### src/rtl/sdram_bank_client.sv
// SDRAM bank client: turns one client read (32-bit burst) or write (16-bit word)
// into a controller bank-port transaction, ending with a one-cycle response.
module sdram_bank_client #(
  parameter int         TIMEOUT  = 511,
  parameter logic [1:0] BANK_SEL = 2'd0
) (
  input  logic        clk,
  input  logic        rst,
  input  logic        ram_rdy_n,
  input  logic        cmd_valid,
  output logic        cmd_ready,
  input  logic        cmd_we,
  input  logic [23:0] cmd_addr,
  input  logic [15:0] cmd_wdata,
  input  logic [1:0]  cmd_be,
  output logic        rsp_valid,
  output logic [31:0] rsp_rdata,
  output logic        rsp_err,
  output logic        rden,
  output logic        wren,
  output logic [31:0] addr,
  input  logic        valid,
  input  logic        fetch,
  output logic [1:0]  wr_bena,
  output logic [15:0] wr_data,
  input  logic [15:0] rd_data
);

  localparam logic [10:0] TIMEOUT_L = 11'(TIMEOUT);

  typedef enum logic [2:0] {
    IDLE, RD_REQ, RD_W1, WR_REQ, WR_P1, WR_P2, RESP
  } state_t;

  state_t      state_reg, state_next;
  logic [9:0]  cnt_reg, cnt_next;
  logic        rden_reg, rden_next;
  logic        wren_reg, wren_next;
  logic [31:0] addr_reg, addr_next;
  logic [31:0] rdata_reg, rdata_next;
  logic [15:0] wr_data_reg, wr_data_next;
  logic [1:0]  wr_bena_reg, wr_bena_next;
  logic        rsp_valid_reg, rsp_valid_next;
  logic        rsp_err_reg, rsp_err_next;

  logic       accept;
  logic [9:0] cnt_inc;
  logic       timeout_hit;

  assign cmd_ready = (state_reg == IDLE) && !ram_rdy_n;
  assign accept    = cmd_valid && cmd_ready;
  assign cnt_inc   = (cnt_reg == 10'h3FF) ? cnt_reg : cnt_reg + 10'd1;
  // True when this waiting cycle brings the counter up to TIMEOUT.
  assign timeout_hit = ({1'b0, cnt_reg} + 11'd1) >= TIMEOUT_L;

  always_ff @(posedge clk) begin
    if (rst) begin
      state_reg <= IDLE;
    end else begin
      state_reg <= state_next;
    end
  end

  always_comb begin
    state_next     = state_reg;
    cnt_next       = cnt_reg;
    rden_next      = rden_reg;
    wren_next      = wren_reg;
    addr_next      = addr_reg;
    rdata_next     = rdata_reg;
    wr_data_next   = wr_data_reg;
    wr_bena_next   = wr_bena_reg;
    rsp_valid_next = 1'b0;
    rsp_err_next   = 1'b0;
    case (state_reg)
      IDLE: begin
        if (accept) begin
          cnt_next = 10'd0;
          if (cmd_we) begin
            state_next   = WR_REQ;
            wren_next    = 1'b1;
            addr_next    = {6'b0, BANK_SEL, cmd_addr[23:1], 1'b0};
            wr_data_next = cmd_wdata;
            wr_bena_next = cmd_be;
          end else begin
            state_next   = RD_REQ;
            rden_next    = 1'b1;
            addr_next    = {6'b0, BANK_SEL, cmd_addr[23:2], 2'b00};
          end
        end
      end
      RD_REQ: begin
        cnt_next = cnt_inc;
        if (valid) begin
          rdata_next[15:0] = rd_data;
          rden_next        = 1'b0;
          state_next       = RD_W1;
        end else if (timeout_hit) begin
          rden_next      = 1'b0;
          state_next     = RESP;
          rsp_valid_next = 1'b1;
          rsp_err_next   = 1'b1;
        end
      end
      RD_W1: begin
        cnt_next = cnt_inc;
        if (valid) begin
          rdata_next[31:16] = rd_data;
          state_next        = RESP;
          rsp_valid_next    = 1'b1;
        end else if (timeout_hit) begin
          state_next     = RESP;
          rsp_valid_next = 1'b1;
          rsp_err_next   = 1'b1;
        end
      end
      WR_REQ: begin
        cnt_next = cnt_inc;
        if (fetch) begin
          wren_next  = 1'b0;
          state_next = WR_P1;
        end else if (timeout_hit) begin
          wren_next      = 1'b0;
          wr_data_next   = 16'd0;
          wr_bena_next   = 2'd0;
          state_next     = RESP;
          rsp_valid_next = 1'b1;
          rsp_err_next   = 1'b1;
        end
      end
      WR_P1: begin
        state_next = WR_P2;
      end
      WR_P2: begin
        // Write data stays on the bus through p2, then is released.
        wr_data_next   = 16'd0;
        wr_bena_next   = 2'd0;
        state_next     = RESP;
        rsp_valid_next = 1'b1;
      end
      RESP: begin
        state_next = IDLE;
      end
      default: begin
        state_next = IDLE;
      end
    endcase
  end

  always_ff @(posedge clk) begin
    if (rst) begin
      cnt_reg       <= 10'd0;
      rden_reg      <= 1'b0;
      wren_reg      <= 1'b0;
      addr_reg      <= 32'd0;
      rdata_reg     <= 32'd0;
      wr_data_reg   <= 16'd0;
      wr_bena_reg   <= 2'd0;
      rsp_valid_reg <= 1'b0;
      rsp_err_reg   <= 1'b0;
    end else begin
      cnt_reg       <= cnt_next;
      rden_reg      <= rden_next;
      wren_reg      <= wren_next;
      addr_reg      <= addr_next;
      rdata_reg     <= rdata_next;
      wr_data_reg   <= wr_data_next;
      wr_bena_reg   <= wr_bena_next;
      rsp_valid_reg <= rsp_valid_next;
      rsp_err_reg   <= rsp_err_next;
    end
  end

  assign rden      = rden_reg;
  assign wren      = wren_reg;
  assign addr      = addr_reg;
  assign rsp_rdata = rdata_reg;
  assign wr_data   = wr_data_reg;
  assign wr_bena   = wr_bena_reg;
  assign rsp_valid = rsp_valid_reg;
  assign rsp_err   = rsp_err_reg;

endmodule

### config.mk
export PLATFORM = sky130hd
export DESIGN_NAME = sdram_bank_client
export DESIGN_NICKNAME = d
export VERILOG_FILES = /design/src/rtl/sdram_bank_client.sv
export SDC_FILE = /design/constraint.sdc
export NUM_CORES = 1
export LEC_CHECK = 0
export ABC_AREA = 0
export BUFFER_PORTS_ARGS = -buffer_cell sky130_fd_sc_hd__buf_4
export CORE_ASPECT_RATIO = 0.75
export CORE_MARGIN = 2
export CORE_UTILIZATION = 37
export DETAILED_ROUTE_END_ITERATION = 16
export PLACE_DENSITY = 0.73
export SLEW_MARGIN = 20
export SYNTH_ARGS = -nofsm -noshare
export SYNTH_HDL_FRONTEND = slang
export SYNTH_SLANG_ARGS = --single-unit
### constraint.sdc
create_clock -name clk -period 2.3 [get_ports clk]
set_input_delay 0.23 -clock clk [delete_from_list [all_inputs] [get_ports clk]]
set_output_delay 0.23 -clock clk [all_outputs]
set_load 0.01 [all_outputs]
Yosys cells after proc, flatten, opt, wreduce, memory -nomap -nowiden
Index checks and enable logic that the tools add are counted.
Operators by class
  order comparisons: 1
  mux-type cells: 36
  add/sub/neg operators: 2
  equality and inequality tests: 14
  reduce and logical (&&, ||, !) cells: 17
Operators with widths (count)
  16-bit 2-to-1 mux: 4
  16-bit case mux with 3 select lines: 1
  10-bit 2-to-1 mux: 2
  10-bit case mux with 2 select lines: 1
  3-bit case mux with 6 select lines: 1
  3-bit 2-to-1 mux: 5
  2-bit 2-to-1 mux: 6
  2-bit inequality test, second input constant: 6
  10-bit by 1-bit adder with 11-bit output, second input constant: 1
  11-bit by 9-bit greater-or-equal comparator with 1-bit output, second input constant: 1
  1-bit 2-to-1 mux: 11
  10-bit by 1-bit adder with 10-bit output, second input constant: 1
  10-bit equality test, second input constant: 1
  4-bit AND reduction: 2
  3-bit by 2-bit equality test with 1-bit output, second input constant: 2
  3-bit equality test, second input constant: 2
  3-bit inequality test, second input constant: 2
  1-bit case mux with 2 select lines: 3
  2-bit case mux with 3 select lines: 1
  2-bit AND reduction: 3
  2-bit nonzero test: 3
  5-bit AND reduction: 1
  1-bit case mux with 4 select lines: 1
  3-bit by 1-bit equality test with 1-bit output, second input constant: 1
  other kinds (7): 8
Storage, ports and cells
  logic and storage cells: 81
  output and inout bits: 87
  register bits: 91
  bits of input ports: 65

Depth between registers and ports, before layout
  word-level depth: 5
  mapped depth: 8
  gate-level depth less buffers: 6

Worst setup path before layout
No wires, ideal clock.
  path kind: reg2reg
  from: reg cnt_reg[6]
  to: reg state_reg[1]
  stages on the path, launching flop included: 6
  slack: 0.405 ns
  period minus slack after synthesis: 1.895 ns
  arrival: 1.770 ns
  setup time: 0.125 ns
  buffers on the path: 0
  required time: 2.175 ns
  cell sequence: dfxtp_1 > nand4_1 > nor3_2 > mux2i_2 > o21ai_4 > o41a_1
On the way
  longest elaborated chain between the ends: 5
  elaborated cells between the ends (all ways): 7
  those cells by class: add/sub (1); order compare (1); mux (5)
RTL lines
  start: declaration: RTL line 36  | logic [9:0] cnt_reg, cnt_next;
  start signal: assignment: RTL line 162  | cnt_reg <= cnt_next;
  10-bit by 1-bit adder with 11-bit output (*): RTL line 54  | assign timeout_hit = ({1'b0, cnt_reg} + 11'd1) >= TIMEOUT_L;
  11-bit by 9-bit greater-or-equal comparator with 1-bit output (*): RTL line 54
  3-bit 2-to-1 mux (*)
  3-bit 2-to-1 mux (on tied branches)
  3-bit case mux with 6 select lines (*)
  end signal: assignment: RTL line 60  | state_reg <= state_next;
  end: declaration: RTL line 35  | state_t state_reg, state_next;
Every way passes the cells marked *; elsewhere a longest branch is shown, timed or not.
A chain may end at the register's enable or synchronous reset.

Worst setup path after layout
  from: reg cnt_reg[0]
  to: reg cnt_reg[9]
On the way
  longest elaborated chain between the ends: 3
  elaborated cells between the ends (all ways): 6
  those cells by class: add/sub (1); eq/ne (2); mux (2); reduce/logical (1)
RTL lines
  10-bit by 1-bit adder with 10-bit output or 10-bit equality test (tied branches): RTL line 52  | assign cnt_inc = (cnt_reg == 10'h3FF) ? cnt_reg : cnt_reg + 10'd1;
  10-bit 2-to-1 mux or 2-bit inequality test (tied branches)
  10-bit case mux with 2 select lines or 3-bit AND reduction (tied branches)
Several ways; a longest one is shown, not always the timed one. The select of a mux whose other input is x is not followed.

==> metrics.md <==
| Metric | Value |
|---|---|
| Routed vias/inst | `just over 5` |
| Setup Viol. Count Final | `0` |
| Cts bufs inserted | `9` |
| CTS H-Tree Depth | `3` |
| R2R Path End | `cnt_reg[9]` |
| Gpl congestion | `~0.81` |
| Slew @ Worst Pin | `a little over 0.6 ns` |
| Fraction of layout cells with a size suffix above 1 | `29.0%` |
| Post-synth EDFFs | `0` |
| Reg2Reg Depth | `6` |
| CP max stage cell | `dfxtp_1` |
| IO Count | `152` |
| Relative slew slack | `59.7%` |
| Initial Util | `38.1%` |
| Top cells by area, synth | `dfxtp_1 (43%), nand2_1 (14%), a21oi_1 (8.6%), o2111ai_1 (3.8%), o211ai_1 (3.4%)` |
| VDD IR max | `0.548 mV` |
| Post-synth cell types | `53` |
| R2R Setup Slk | `roughly 0.21 ns` |
| CTS Buffer Depth | `2` |
| PwrDens | `about 870 mW/mm^2` |
| Die X | `about 130 um` |
| HP Start | `cmd_addr[5]` |
| Core ar. | `roughly 0.011 mm^2` |
| Outcome | `completed` |
| Crit Reg-Reg Startpoint | `cnt_reg[0]` |
| Most instantiated cells after synthesis | `nand2_1 (161), dfxtp_1 (90), a21oi_1 (72)` |
| #FFs+latches synth | `90` |
| Top delay family on crit path | `simple AND/OR/NAND/NOR gates` |
| CTS resizes | `0` |
| WP buf/inv | `0` |
| Clk sink count | `90` |
| Filler Cell Count | `1012` |
| Max cap viols | `0` |
| Sequential share of the synthesized area | `between 40 and 50%` |
| Clk_lat worst skew | `~0.34 ns` |
| First-pass GRT wire length | `18300 um` |
| Die height | `95.9 um` |
| FFs w/ async S/R, synth | `0%` |
| Worst EP required | `roughly 2.6 ns` |
| Row count | `33` |
| Largest net degree at the start of global routing | `51` |
| CTS tree | `yes` |
| Kind of critical path | `reg -> reg` |
| CP arrival | `~2.3 ns` |
| Drt drc | `0` |
| Hold_buf cts | `0` |
| Wire per inst | `14.2 um` |
| Crit-path cells | `ha_1, and3_4, nand4_2, and2_1, mux2_4, a211oi_2` |
| Crit path to | `cnt_reg[9]` |
| Post-synth design cell area | `about 0.0042 mm^2` |
| Detail Route Antenna Nets | `0` |
| CP startpoint | `cnt_reg[0]` |
| Antenna cell count | `0` |
| Most numerous cell in the Yosys netlist | `nand2_1` |
| Min Tclk post-route | `approximately 2.1 ns` |
| Average cell area after synthesis | `between 7 and 8 um^2` |
| Yosys warns | `0` |
| Hold slack | `about 0.14 ns` |
| Final net count | `about 700` |
| DP HPWL | `8070 um` |
| Cell count along the critical path | `6` |
| WL final | `roughly 11000 um` |
| Final hold violation count | `0` |
| Grt ovf | `0` |
| Worst-path clk slew | `~0.060 ns` |
| Pre-Repair DR Iteration Count | `4` |
| Synth-to-Final Area Change | `35.0%` |
| Overall Global Routing Usage | `18.5%` |
| Setup_tns | `0 ns` |
| Final Cycle Share | `90.9%` |
| Critical path launch point type | `flip-flop` |
| CP Max Fanout | `10` |
| Input/output buffers | `141` |
| Post CTS Setup Buffer Count | `0` |
| CTS Root Cell | `clkbuf_16` |
| Clock Skew | `roughly 0.004 ns` |
| Vias in the first global route | `roughly 4000` |
| Vias | `4100` |
| F_max | `between 400 and 500 MHz` |
| Initial antenna violation count | `0` |
| Die area | `roughly 0.012 mm^2` |
| Most used DFF post-synth | `dfxtp_1` |
| Cell taking the most area after synthesis | `dfxtp_1` |
| CP Capture Type | `flip-flop` |
| Hold Crit Class | `in -> reg` |
| Max FFs per register | `32` |
| Max Slew Vio Count | `0` |
| P_leak | `roughly 0.0023 uW` |
| DRT iter0 DRCs | `259` |
| CP peak stage delay | `0.50 ns` |
| Post-Synthesis Cells | `around 520` |
| RSZ-0062 raised after global routing | `false` |
| Post-synth top area share | `43.2%` |
-- per-layer routing --
metal  vias up  GRT usage, %  routed length, um
li1       2045             -                  -
met1      1916          22.3               4990
met2       127          30.9               5360
met3        12          7.17                818
met4         0          5.40                153
met5         -             0                  0
-- power breakdown --
part | total, uW | leakage (uW) | internal [uW] | switching, uW
clock | 1600 | 0.000155 | 983 | 621
combinational | 1410 | 0.00141 | 607 | 804
sequential | 1900 | 0.000730 | 1740 | 153
-- worst min-delay path by stage --
stage | end | slack (ns) | depth (start not counted)
2_1_floorplan | addr[10] | 0.37 | 2
3_3_place_gp | addr[1] | 0.44 | 2
3_5_place_dp | addr[22] | 0.45 | 2
4_1_cts | addr[19] | 0.12 | 3
5_1_grt | addr[8] | 0.12 | 3
6_report | addr[5] | 0.14 | 3
-- final cells by class --
class	instances	area [um^2]	area share, %
clock buffer	10	239	4.25
clock inverter	6	88.8	1.58
inverter	6	22.5	0.400
multi-input combinational	387	2120	37.7
sequential	90	1800	32.0
tap	140	175	3.11
timing repair buffer	157	1180	20.9
-- per-stage QoR --
stage	utilization [%]	total power [uW]	instances	area [um^2]	setup WS, ns
6_report	51.4	4910	796	5630	0.210
5_1_grt	51.4	5210	796	5630	0.0741
4_1_cts	51.4	4950	796	5630	0.220
3_5_place_dp	48.4	3340	780	5300	0.244
3_3_place_gp	48.4	3280	780	5300	0.329
2_1_floorplan	-	2820	531	4200	0.405
-- kinds of logic after synthesis --
logic type,Yosys count,synth area share [%]
simple gates,231,25.1
compound gates,138,22.6
flops,90,43.2
buf+inv,54,6.63
mux,5,1.44
fa+ha+maj,2,0.600
xor+xnor,2,0.420
other cells,1,0.0899
-- placed cells by master, fill, tap and decap left out, drive strengths merged, types with 3 or more instances in the layout --
cell type / n
nand2: 161
buf: 157
dfxtp: 90
a21oi: 74
nor2b: 19
o211ai: 19
o2111ai: 18
nor2: 13
nand3: 10
clkbuf: 10
conb: 9
inv: 7
a211oi: 6
and2: 5
and3: 5
o21ai: 5
nor3: 5
and3b: 3
mux2i: 3
-- worst min-delay path, cell delays in order --
cell and delay (ns):
buf_4 0.11, nand2_1 0.04, a21oi_1 0.05
(Power assumes the default switching activity.)
